[src/rtl/ram_loader_pkg.sv]
// Shared constants and state encoding for the RAM16K program loader.
package ram_loader_pkg;

  localparam int RAM_DEPTH = 8192;
  localparam int ADDR_W    = 13;
  localparam int CNT_W     = 14;

  typedef enum logic [2:0] {
    HDR_HI  = 3'd0,
    HDR_LO  = 3'd1,
    WORD_HI = 3'd2,
    WORD_LO = 3'd3,
    WRITE   = 3'd4,
    DONE    = 3'd5,
    ERROR   = 3'd6
  } state_t;

endpackage

[src/rtl/ram_loader.sv]
// Byte-stream program loader: parses a word-count header, then assembles
// big-endian 16-bit words and writes them into RAM16K from BASE_ADDR upward.
module ram_loader
  import ram_loader_pkg::*;
#(
  parameter int BASE_ADDR = 0
) (
  input  logic              clk,
  input  logic              rst_n,
  input  logic [7:0]        in_data,
  input  logic              in_valid,
  output logic              in_ready,
  output logic [15:0]       ram_data,
  output logic              ram_load,
  output logic [ADDR_W-1:0] ram_address,
  output logic              done,
  output logic              error,
  output logic              cpu_reset
);

  localparam logic [ADDR_W-1:0] BASE_A = ADDR_W'(BASE_ADDR % RAM_DEPTH);

  state_t            state;
  logic [7:0]        hi_byte;
  logic [CNT_W-1:0]  index;
  logic [CNT_W-1:0]  n_words;
  logic [15:0]       hdr_word;
  logic              xfer;
  logic              hdr_bad;

  assign in_ready = (state == HDR_HI) || (state == HDR_LO) ||
                    (state == WORD_HI) || (state == WORD_LO);
  assign xfer     = in_valid && in_ready;
  assign hdr_word = {hi_byte, in_data};
  assign hdr_bad  = (hdr_word == 16'd0) || (hdr_word > 16'(RAM_DEPTH));

  // Write strobe and status are pure state decodes, so reset clears them at once.
  assign ram_load  = (state == WRITE);
  assign done      = (state == DONE);
  assign error     = (state == ERROR);
  assign cpu_reset = ~done;

  always_ff @(posedge clk) begin
    if (!rst_n) begin
      state       <= HDR_HI;
      hi_byte     <= '0;
      index       <= '0;
      n_words     <= '0;
      ram_data    <= '0;
      ram_address <= '0;
    end else begin
      case (state)
        HDR_HI: begin
          if (xfer) begin
            hi_byte <= in_data;
            state   <= HDR_LO;
          end
        end
        HDR_LO: begin
          if (xfer) begin
            if (hdr_bad) begin
              state <= ERROR;
            end else begin
              n_words <= hdr_word[CNT_W-1:0];
              index   <= '0;
              state   <= WORD_HI;
            end
          end
        end
        WORD_HI: begin
          if (xfer) begin
            hi_byte <= in_data;
            state   <= WORD_LO;
          end
        end
        WORD_LO: begin
          if (xfer) begin
            ram_data    <= hdr_word;
            // 13-bit add wraps past the top of RAM16K back to address 0.
            ram_address <= BASE_A + index[ADDR_W-1:0];
            state       <= WRITE;
          end
        end
        WRITE: begin
          if (index == n_words - CNT_W'(1)) begin
            state <= DONE;
          end else begin
            index <= index + CNT_W'(1);
            state <= WORD_HI;
          end
        end
        DONE:    state <= DONE;
        ERROR:   state <= ERROR;
        default: state <= ERROR;
      endcase
    end
  end

endmodule

[config.mk]
export PLATFORM = sky130hd
export DESIGN_NAME = ram_loader
export DESIGN_NICKNAME = d
export VERILOG_FILES = /design/src/rtl/ram_loader_pkg.sv /design/src/rtl/ram_loader.sv
export SDC_FILE = /design/constraint.sdc
export NUM_CORES = 1
export LEC_CHECK = 0
export ABC_AREA = 1
export CORE_MARGIN = 2
export CORE_UTILIZATION = 45
export CTS_BUF_LIST = sky130_fd_sc_hd__clkbuf_8 sky130_fd_sc_hd__clkbuf_16
export DETAILED_ROUTE_END_ITERATION = 10
export PLACE_DENSITY_LB_ADDON = 0.2
export SLEW_MARGIN = 25
export SYNTH_ARGS = -nofsm -noshare
export SYNTH_HDL_FRONTEND = slang
export SYNTH_SLANG_ARGS = --single-unit
[constraint.sdc]
create_clock -name clk -period 2.5 [get_ports clk]
set_clock_uncertainty 0.05 [all_clocks]
set_input_delay 0.25 -clock clk [delete_from_list [all_inputs] [get_ports clk]]
set_output_delay 0.25 -clock clk [all_outputs]
set_load 0.005 [all_outputs]
# [Word-level counts from Yosys, hierarchy flattened]
# Index checks and enable logic that the tools add are counted.
[classes] addsub=2 n_lt_le_gt_ge=1 eq_ne=13 mux=11 bitwise_logic=2 n_reduce_logical=14
[op_table] cell="$mux W14" count=3
[op_table] cell="$pmux W14 S2" count=1
[op_table] cell="$mux W3" count=6
[op_table] cell="$pmux W3 S6" count=1
[op_table] cell="$gt A16 B14 Y1 const B" count=1
[op_table] cell="$logic_not A16 Y1" count=1
[op_table] cell="$add A14 B1 Y14 const B" count=1
[op_table] cell="$eq A14 B14 Y1" count=1
[op_table] cell="$sub A14 B1 Y14 const B" count=1
[op_table] cell="$ne A2 B2 Y1 const B" count=6
[op_table] cell="$eq A3 B3 Y1 const B" count=3
[op_table] cell="$reduce_and A4 Y1" count=2
[op_table] cell="$eq A3 B2 Y1 const B" count=2
[op_table] cell="$logic_or A1 B1 Y1" count=4
[op_table] cell="$reduce_and A2 Y1" count=2
[op_table] cell="$eq A3 B1 Y1 const B" count=1
[op_table] cell="$logic_not A3 Y1" count=1
[op_table] cell="$reduce_and A3 Y1" count=1
[op_table] cell="$not A1 Y1" count=2
[op_table] cell="$reduce_bool A2 Y1" count=1
[op_table] cell="$reduce_or A2 Y1" count=1
[op_table] cell="$logic_and A1 B1 Y1" count=1
[totals] reg_bits=68 inputBits=11 out_inout_bits=34 elab_cells=49

# [Logic depth before layout (Yosys ltp)]
# Gate-level depths: netlist of run 1.
[logic_depth] ltp_word=7 depth_mapped=15 ltp_nobuf=15

# [Worst setup path after synthesis of run 1]
# Ideal clock, no wire load.
[synth_path] kind="reg2reg" from="register n_words[0]" to="register index[10]" setup_ps=143 t_arrival_ps=1721 required_time_ps=2307 slack_ps=585 stages_incl_launch_ff=14 path_buffers=1 synth_period_minus_slack_ps=1915 cell_sequence="dfxtp_1 inv_2 ha_1 nand2_1 nor2_2 nand2_1 xor2_1 nand2_1 nand2_1 nor2_2 nand3_4 buf_2 nand4_1 a21oi_2"
[synth_between] elab_chain_len=4
[synth_rtl] item="start, declared" line="ram_loader.sv:26" source="logic [CNT_W-1:0] n_words;"
[synth_rtl] item="start signal, assigned" line="ram_loader.sv:64" source="n_words <= hdr_word[CNT_W-1:0];"
[synth_rtl] item="$sub A14 B1 Y14" line="ram_loader.sv:85" source="if (index == n_words - CNT_W'(1)) begin"
[synth_rtl] item="$eq A14 B14 Y1" line="ram_loader.sv:85"
[synth_rtl] item="$ne A2 B2 Y1 (no source line)"
[synth_rtl] item="$reduce_and A4 Y1 (no source line)"
[synth_rtl] item="end signal, assigned" line="ram_loader.sv:88" source="index <= index + CNT_W'(1);"
[synth_rtl] item="end, declared" line="ram_loader.sv:25" source="logic [CNT_W-1:0] index;"
# No other way between the ends.
# A chain may end at the register's enable or synchronous reset.

# [Worst setup path after layout of run 1]
[layout_path] from="register n_words[0]" to="register index[13]"
# Same word-level chain as after synthesis.

==> impl_metrics.env, run 1 <==
export IMPL_viasPerCell=5.13
export IMPL_fp_row_count=32
export IMPL_crit_fanout=9
export IMPL_drc=0
export IMPL_grt_pass1_wl_mm=15.0
export IMPL_die_h_um=93.2
export IMPL_p_per_area_nw_per_um2=619
export IMPL_yosys_area_share_xor_xnor_pct=5.38
export IMPL_htreeDepth=3
export IMPL_initial_core_util_pct=46.3
export IMPL_clockBufferDepth=2
export IMPL_worstHoldPathType="reg -> reg"
export IMPL_critPathMaxStageDelay_ns=0.33
export IMPL_max_vdd_ir_drop_mv=0.331
export IMPL_multi_input_area_um2=1820
export IMPL_synth_compound_area_share_pct=18.4
export IMPL_max_freq_ghz=0.452
export IMPL_n_fill_cell=738
export IMPL_root_buffer="clkbuf_8"
export IMPL_slew_headroom_pct=56.3
export IMPL_post_cts_buffers=0
export IMPL_syn_num_nets=533
export IMPL_dpl_cell_area_um2=4150
export IMPL_cts_tree="yes"
export IMPL_power_leakage_nw=1.66
export IMPL_fin_nets=578
export IMPL_postLayoutCellArea_um2=4340
export IMPL_power_mw=2.69
export IMPL_yosys_warnings=0
export IMPL_tightest_slew_ns=0.655
export IMPL_cts_made_buffers=9
export IMPL_syn_cell_area_um2=3580
export IMPL_area_growth_syn_to_layout_pct=21.3
export IMPL_rsz0062_at_grt="false"
export IMPL_synth_top_family_by_area="simple AND/OR/NAND/NOR gates"
export IMPL_drv_cap=0
export IMPL_overflow=0
export IMPL_crit_slowest_cell="dfxtp_1"
export IMPL_critPathTopFamily="simple AND/OR/NAND/NOR gates"
export IMPL_first_pass_iters=4
export IMPL_netlist_top_cell_by_area="dfxtp_1"
export IMPL_core_area_um2=7730
export IMPL_drtIter0Drc=190
export IMPL_ff_latch_area_um2=1360
export IMPL_syn_inst=520
export IMPL_synthAdderAreaFrac_pct=0.699
export IMPL_track_usage_pct=21.7
export IMPL_cp_arrival_ns=2.36
export IMPL_endpoint_kind="register"
export IMPL_gp_congestion=0.843
export IMPL_die_area_um2=8680
export IMPL_setup_viol=0
export IMPL_yosysMostFrequentCell="nand2_1"
export IMPL_ys_ff_latch=68
export IMPL_cts_sinks=68
export IMPL_wl_per_cell_um=13.0
export IMPL_clkTransAtPathRegs_ns=0.07
export IMPL_syn_area_per_cell_um2=6.88
export IMPL_outcome="complete, no violations"
export IMPL_ys_seq_area_share_pct=38.0
export IMPL_synth_area_top_cells="dfxtp_1, nand2_1, a21oi_1"
export IMPL_finalWirelength_mm=8.76
export IMPL_synth_simple_area_share_pct=26.4
export IMPL_finalCritPeriodShare_pct=88.4
export IMPL_finalCriticalPeriod_ns=2.21
export IMPL_slew_violations=0
export IMPL_report_final_hold_viol_count=0
export IMPL_fin_setup_tns_ns=0
export IMPL_antenna_cells=0
export IMPL_cts_resized=0
export IMPL_critical_path_required_ns=2.65
export IMPL_grt_max_degree=60
export IMPL_yosys_top_cells_count="nand2_1, inv_1, dfxtp_1"
export IMPL_cp_cell_sequence="inv_2 > ha_1 > nand3_2 > nor2_2 > nand2_1 > xor2_1 > nand2_1 > nor2_2 > nand3_4 > buf_4 > nand4_1 > a21oi_1"
export IMPL_vias=3447
export IMPL_synth_top_cell_area_share_pct=38.0
export IMPL_port_buffer_count=44
export IMPL_ioPinCount=45
export IMPL_die_x_um=93.2
export IMPL_async_flop_share_pct=0
export IMPL_drive_gt1_share_pct=10.4
export IMPL_synthFlopType="dfxtp_1"
export IMPL_postCtsHoldBufs=0
export IMPL_startpoint_type="register"
export IMPL_synth_distinct_cells=30
export IMPL_grt_pass1_vias=3317
export IMPL_clock_latency_ns=0.35
export IMPL_synthMuxAreaShare_pct=0
export IMPL_hpwl_mm=6.57
export IMPL_antenna_found_initial=0
export IMPL_critPathKind="reg -> reg"
export IMPL_path_buf_inv=2
export IMPL_synth_edf_count=0
export IMPL_ant_nets=0
## path summary, 6_finish.rpt
path	end	cells past startpoint	slack, ns	start
worst min register to register	ram_address[3]$_SDFFE_PN0P_	2	0.39	ram_address[3]$_SDFFE_PN0P_
worst max register to register	index[13]$_SDFFE_PN0P_	12	0.29	n_words[0]$_SDFFE_PN0P_
worst max-delay path	index[13]$_SDFFE_PN0P_	12	0.29	n_words[0]$_SDFFE_PN0P_
worst min-delay path	ram_address[3]$_SDFFE_PN0P_	2	0.39	ram_address[3]$_SDFFE_PN0P_
## cell usage in the layout, fill, tap and decap left out, types with 4 or more instances in the layout
master / synthesis / layout
inv_1: 72 / 73
o21ai_0: 54 / 54
nor3_1: 6 / 6
inv_2: 4 / 4
nand3_1: 17 / 17
a21oi_2: 10 / 10
buf_4: 0 / 12
dfxtp_1: 68 / 68
nand4_1: 21 / 21
clkdlybuf4s50_1: 0 / 44
nor2_2: 7 / 7
nor2_1: 52 / 52
clkbuf_8: 0 / 9
a21oi_1: 56 / 56
xor2_1: 19 / 19
nand2_1: 89 / 89
## registers in the layout (all words and copies together), names as in the netlist
register	cells
ram_data	16
index	14
n_words	14
ram_address	13
hi_byte	8
state	3
## cell families (layout without fill, tap and decap cells)
kind of cell | after synthesis | after routing
compound gates | 123 | 123
xor+xnor | 22 | 22
fa+ha+maj | 2 | 2
buf+inv | 100 | 150
flops | 68 | 68
simple gates | 205 | 205
## where the power goes
group | switching, mW | leakage, nW | internal (mW)
Combinational | 0.380 | 1.01 | 0.226
Clock | 0.427 | 0.0968 | 0.457
Sequential | 0.0574 | 0.553 | 1.14
Total | 0.864 | 1.66 | 1.82
## metal layers
layer | vias up | share of wire [%] | GRT usage, %
met1 | 1576 | 44 | 26.3
met4 | 0 | 1.9 | 8.70
met2 | 84 | 49 | 37.5
met5 | - | 0 | 0
li1 | 1769 | - | -
met3 | 18 | 5.0 | 4.59
## cell type report
type,instances,share of cell area [%]
multi-input cells,352,41.9
flip-flops and latches,68,31.4
repair buffers,57,12.7
inverters,77,6.66
well taps,102,2.94
clock buffers,9,2.85
clock inverters,7,1.56
## tightest hold or removal path: stages, from the launching register on
cell	delay, ns
dfxtp_1	0.31
inv_1	0.04
a21oi_1	0.05
## through the flow
step                      setup WS, ns  hold WS (ns)  instances  utilization (%)
after floorplan                  0.585         0.335        520                -
after global placement           0.220         0.382        656             53.7
after detailed placement         0.215         0.384        656             53.7
after CTS                        0.272         0.394        672             56.2
after global routing            0.0426         0.413        672             56.2
final                            0.289         0.393        672             56.2
(Power assumes the default switching activity.)
==> run 2: changes to the inputs <==
--- a/config.mk
+++ b/config.mk
@@ -7,7 +7,7 @@
 export LEC_CHECK = 0
 export ABC_AREA = 1
 export CORE_MARGIN = 2
-export CORE_UTILIZATION = 45
+export CORE_UTILIZATION = 55
 export CTS_BUF_LIST = sky130_fd_sc_hd__clkbuf_8 sky130_fd_sc_hd__clkbuf_16
 export DETAILED_ROUTE_END_ITERATION = 10
 export PLACE_DENSITY_LB_ADDON = 0.2
==> run 2 against run 1 <==
Clock power grew 6.0%. Global-route usage grew 4.2 points. Non-clock buffer count shrank 1. Maximum frequency shrank 0.71%.
==> impl_metrics.env, run 2 (synthesis gave the netlist of run 1 again) <==
export IMPL_drv_cap=0
export IMPL_clkTransAtPathRegs_ns=0.07
export IMPL_antenna_found_initial=0
export IMPL_pre_cts_ws_ns=0.173
export IMPL_endpoint_kind="register"
export IMPL_max_freq_ghz=0.449
export IMPL_slew_headroom_pct=74.5
export IMPL_outcome="complete, no violations"
export IMPL_area_growth_syn_to_layout_pct=20.8
export IMPL_die_area_um2=7170
export IMPL_antenna_cells=0
export IMPL_first_pass_iters=5
export IMPL_grt_max_degree=60
export IMPL_seq_power_share_pct=43.8
export IMPL_cts_tree="yes"
export IMPL_regMostFlops="ram_data"
export IMPL_p_per_area_nw_per_um2=633
export IMPL_viasPerCell=5.38
export IMPL_cp_arrival_ns=2.47
export IMPL_power_leakage_nw=1.67
export IMPL_ant_nets=0
export IMPL_switchingPower_mw=0.863
export IMPL_tightest_slew_ns=0.382
export IMPL_ioPinCount=45
export IMPL_final_common_cell="nand2_1"
export IMPL_root_buffer="clkbuf_8"
export IMPL_cts_made_buffers=9
export IMPL_postCtsHoldBufs=0
export IMPL_vias=3477
export IMPL_netSwitchingFraction_pct=31.5
export IMPL_n_fill_cell=559
export IMPL_crit_fanout=17
export IMPL_wl_per_cell_um=13.9
export IMPL_worst_slack_ns=0.273
export IMPL_clock_latency_ns=0.35
export IMPL_clockBufferDepth=2
export IMPL_largest_reg_flops=16
export IMPL_holdPathStages=2
export IMPL_finalWirelength_mm=8.96
export IMPL_r2r_cells=13
export IMPL_htreeDepth=3
export IMPL_die_h_um=84.7
export IMPL_grt_pass1_vias=3286
export IMPL_largestRegisters="ram_data: 16 flops, index: 14 flops, n_words: 14 flops"
export IMPL_drive_gt1_share_pct=10.5
export IMPL_startpoint_type="register"
export IMPL_gp_congestion=0.898
export IMPL_grt_pass1_wl_mm=15.1
export IMPL_critPathKind="reg -> reg"
export IMPL_worstHoldPathType="reg -> reg"
export IMPL_overflow=0
export IMPL_core_area_um2=6310
export IMPL_cts_sinks=68
export IMPL_initial_core_util_pct=56.7
export IMPL_rsz0062_at_grt="false"
export IMPL_port_buffer_count=44
export IMPL_fp_row_count=29
export IMPL_die_x_um=84.7
export IMPL_final_cell_mix="nand2_1, inv_1, dfxtp_1"
export IMPL_critical_path_required_ns=2.74
export IMPL_drtIter0Drc=243
export IMPL_fin_setup_tns_ns=0
export IMPL_track_usage_pct=25.9
export IMPL_power_frac_clock_pct=34.2
export IMPL_fin_nets=578
export IMPL_setup_viol=0
export IMPL_drc=0
export IMPL_finalCriticalPeriod_ns=2.23
export IMPL_p_int_mw=1.87
export IMPL_finalCritPeriodShare_pct=89.1
export IMPL_max_vdd_ir_drop_mv=0.500
export IMPL_hpwl_mm=6.53
export IMPL_report_final_hold_viol_count=0
export IMPL_combinationalPowerShare_pct=22.0
export IMPL_slew_violations=0
==> run 2: cell count changes in the layout (fill, tap and decap cells not counted) <==
cell        previous run  this run
clkbuf_8               9        11
clkinvlp_4             2         0
buf_4                 12        11
clkinv_4               0         1
inv_1                 73        72
inv_6                  1         0
nand3_2                1         2
nor2_1                52        51
nor2_2                 7         8
==> run 2: critical path: stages (launching register included) <==
cell and delay [ns]:
dfxtp_1 0.33, inv_2 0.07, ha_1 0.22, nand2_1 0.10, nor2_2 0.12, nand2_1 0.11
xor2_1 0.15, nand2_1 0.09, nand2_1 0.07, nor2_2 0.18, nand3_4 0.22, nand3_2 0.23
nand2_1 0.08, a21oi_2 0.12
==> run 2: per-layer routing <==
layer | part of all wire, % | wire length, um | track usage (%)
met5 | 0 | 0 | 0
met4 | 1.7 | 155 | 9.09
met3 | 7.2 | 642 | 5.60
met2 | 44 | 3990 | 40.2
met1 | 47 | 4180 | 35.6
==> run 2: final timing paths <==
kind	slack, ns	endpoint	start
worst min-delay path	0.39	ram_address[5]$_SDFFE_PN0P_	ram_address[5]$_SDFFE_PN0P_
worst max-delay path	0.27	index[4]$_SDFFE_PN0P_	n_words[0]$_SDFFE_PN0P_
worst min register to register	0.39	ram_address[5]$_SDFFE_PN0P_	ram_address[5]$_SDFFE_PN0P_
worst max register to register	0.27	index[4]$_SDFFE_PN0P_	n_words[0]$_SDFFE_PN0P_
==> run 2: metrics by stage <==
stage               hold slack, ns  total power, mW  std cells  area, um^2  utilization [%]
CTS                          0.396             2.73        645        4310             68.3
finish                       0.392             2.74        646        4320             68.5
global route                 0.409             2.88        646        4320             68.5
detailed placement           0.385             1.81        630        4110             65.1
global placement             0.381             1.80        630        4110             65.1
floorplan                    0.335             1.65        520        3580                -
==> run 2: timing repair <==
item	4_1_cts	5_1_grt
buffers inserted	0	0
endpoints found under the hold margin	0	0
gates resized for setup	0	1
endpoints found under the setup margin	0	1
==> run 2: layout make-up <==
cell class	instances	area [um^2]	share of cell area, %
sequential	68	1360	31.5
multi-input combinational	353	1830	42.4
clock inverter	4	48.8	1.13
clock buffer	11	151	3.50
timing repair buffer	56	543	12.6
inverter	77	289	6.69
tap	77	96.3	2.23
==> run 2: power groups by stage <==
| stage | clock network [mW] | logic [mW] | registers, mW |
|---|---|---|---|
| floorplan | 0 | 0.449 | 1.21 |
| global placement | 0 | 0.578 | 1.22 |
| detailed placement | 0 | 0.592 | 1.22 |
| CTS | 0.940 | 0.595 | 1.20 |
| global route | 0.984 | 0.689 | 1.21 |
| finish | 0.936 | 0.602 | 1.20 |
==> run 3: changes to the inputs <==
--- a/config.mk
+++ b/config.mk
@@ -5,7 +5,6 @@
 export SDC_FILE = /design/constraint.sdc
 export NUM_CORES = 1
 export LEC_CHECK = 0
-export ABC_AREA = 1
 export CORE_MARGIN = 2
 export CORE_UTILIZATION = 55
 export CTS_BUF_LIST = sky130_fd_sc_hd__clkbuf_8 sky130_fd_sc_hd__clkbuf_16
==> run 3 against run 2 <==
The flow now finishes with violations (negative setup slack). Utilization up 4.8 points. Flip-flop and latch count unchanged. Critical path depth fell by 5. Critical path type unchanged. Wire length decreased by 6.8%.
==> impl_metrics.env, run 3 <==
export IMPL_final_common_cell="nand2_1"
export IMPL_cp_arrival_ns=2.74
export IMPL_cts_made_buffers=9
export IMPL_slew_violations=0
export IMPL_finalCriticalPeriod_ns=2.51
export IMPL_yosys_warnings=0
export IMPL_cts_sinks=68
export IMPL_max_vdd_ir_drop_mv=0.446
export IMPL_startpoint_type="register"
export IMPL_drive_gt1_share_pct=15.4
export IMPL_crit_fanout=8
export IMPL_hpwl_mm=5.95
export IMPL_globalRouteMet2Util_pct=43.5
export IMPL_async_flop_share_pct=0
export IMPL_grt_pass1_wl_mm=13.4
export IMPL_fin_nets=482
export IMPL_cts_tree="yes"
export IMPL_endpoint_kind="register"
export IMPL_core_area_um2=5850
export IMPL_power_mw=2.30
export IMPL_syn_inst=402
export IMPL_grt_pass1_vias=2874
export IMPL_crit_slowest_cell="or4_4"
export IMPL_ys_ff_latch=68
export IMPL_vias=3143
export IMPL_ys_seq_area_share_pct=41.5
export IMPL_overflow=0
export IMPL_regMostFlops="ram_data"
export IMPL_clockBufferDepth=2
export IMPL_violations="negative setup slack"
export IMPL_r2r_cells=8
export IMPL_fin_setup_tns_ns=-0.0140
export IMPL_area_growth_syn_to_layout_pct=30.6
export IMPL_track_usage_pct=26.2
export IMPL_worst_slack_ns=-0.0140
export IMPL_largest_reg_flops=16
export IMPL_yosysMostFrequentCell="nand2_1"
export IMPL_clkTransAtPathRegs_ns=0.08
export IMPL_clock_latency_ns=0.34
export IMPL_die_x_um=81.2
export IMPL_synth_distinct_cells=52
export IMPL_initial_core_util_pct=56.1
export IMPL_drv_cap=0
export IMPL_final_cell_mix="nand2_1, dfxtp_1, a21oi_1"
export IMPL_worstHoldPathType="reg -> reg"
export IMPL_postCtsHoldBufs=0
export IMPL_report_final_hold_viol_count=0
export IMPL_holdPathStages=2
export IMPL_syn_area_per_cell_um2=8.16
export IMPL_synth_top_cell_area_share_pct=41.5
export IMPL_critPathTopFamily="simple AND/OR/NAND/NOR gates"
export IMPL_largestRegisters="ram_data: 16 flops, index: 14 flops, n_words: 14 flops"
export IMPL_viasPerCell=5.72
export IMPL_critPathMaxStageDelay_ns=0.59
export IMPL_p_per_area_nw_per_um2=536
export IMPL_postLayoutCellArea_um2=4290
export IMPL_antenna_cells=0
export IMPL_outcome="finished, violations left"
export IMPL_tightest_slew_ns=0.488
export IMPL_placed_cells=532
export IMPL_synthFlopType="dfxtp_1"
export IMPL_busiest_layer="met2"
export IMPL_utilization_pct=73.2
export IMPL_synth_area_top_cells="dfxtp_1, nand2_1, mux2i_1"
export IMPL_layout_cells_non_filler=549
export IMPL_htreeDepth=3
export IMPL_critPathKind="reg -> reg"
export IMPL_ioPinCount=45
export IMPL_antenna_found_initial=0
export IMPL_grt_max_degree=30
export IMPL_drtIter0Drc=196
export IMPL_fp_row_count=28
export IMPL_netlist_top_cell_by_area="dfxtp_1"
export IMPL_max_freq_ghz=0.398
export IMPL_wl_per_cell_um=15.2
export IMPL_yosys_top_cells_count="nand2_1, dfxtp_1, a21oi_1"
export IMPL_critical_path_required_ns=2.73
export IMPL_die_h_um=81.2
export IMPL_use_met3_pct=5.33
export IMPL_cp_cell_sequence="or4_4 > nor4b_4 > nor2_1 > a31oi_2 > nor4b_2 > buf_4 > or4_1 > a21oi_1"
export IMPL_n_fill_cell=429
export IMPL_finalWirelength_mm=8.35
export IMPL_post_cts_buffers=0
export IMPL_synth_edf_count=0
export IMPL_slew_headroom_pct=67.3
export IMPL_finalCritPeriodShare_pct=101
export IMPL_met1_usage_pct=34.1
export IMPL_die_area_um2=6600
export IMPL_root_buffer="clkbuf_8"
export IMPL_drc=0
export IMPL_worst_path_stages=8
export IMPL_syn_cell_area_um2=3280
export IMPL_rsz0062_at_grt="true"
export IMPL_dpl_cell_area_um2=3970
export IMPL_port_buffer_count=44
export IMPL_path_buf_inv=1
export IMPL_ant_nets=0
export IMPL_setup_viol=1
export IMPL_power_leakage_nw=1.70
export IMPL_first_pass_iters=4
export IMPL_gp_congestion=0.865
export IMPL_syn_num_nets=415
## run 3: worst paths after layout
check                                               from                        to  slack [ns]
worst max register to register   n_words[5]$_SDFFE_PN0P_     index[6]$_SDFFE_PN0P_       -0.01
worst min-delay path            ram_data[0]$_SDFFE_PN0P_  ram_data[0]$_SDFFE_PN0P_        0.41
worst min register to register  ram_data[0]$_SDFFE_PN0P_  ram_data[0]$_SDFFE_PN0P_        0.41
worst max-delay path             n_words[5]$_SDFFE_PN0P_     index[6]$_SDFFE_PN0P_       -0.01
## run 3: final cells by class
type,count,area [um^2],area share (%)
Multi-Input combinational cell,302,1900,44.4
Tap cell,75,93.8,2.19
Clock inverter,4,23.8,0.555
Inverter,9,33.8,0.788
Clock buffer,12,165,3.85
Sequential cell,68,1360,31.8
Timing Repair Buffer,79,703,16.4
## run 3: tightest hold or removal path, stage by stage, from the launching register on
cell and delay (ns):
dfxtp_1 0.31, nand2_1 0.05, a21oi_1 0.05
## run 3: repair_timing
item	in CTS	in global routing
cloned	0	1
setup endpoints to repair	10	17
resized for setup	3	21
pin swaps	1	8
## run 3: logic make-up (layout without fill, tap and decap cells)
family	count (synthesis)	after routing	synth area share [%]
DFF	68	68	41.5
buffers and inverters	32	104	4.04
muxes	26	26	7.97
adders and majority gates	2	2	0.763
AOI/OAI and AO/OA	79	79	14.4
xor gates and xnor gates	18	18	4.81
and+or+nand+nor	177	177	26.5
## run 3: per-stage QoR
step	hold WS, ns	setup WS, ns
finish	0.409	-0.0140
global route	0.422	-0.114
CTS	0.409	-0.0373
detailed placement	0.399	-0.305
global placement	0.393	-0.264
floorplan	0.308	0.0162
## run 3: power breakdown
group          internal (mW)  switching [mW]
logic                  0.156           0.167
clock network          0.436           0.407
registers               1.11          0.0252
## run 3: metal layers
| layer | vias up | wire length [um] |
|---|---|---|
| met5 | - | 0 |
| met3 | 15 | 355 |
| met2 | 88 | 4080 |
| met4 | 0 | 158 |
| li1 | 1530 | - |
| met1 | 1510 | 3750 |
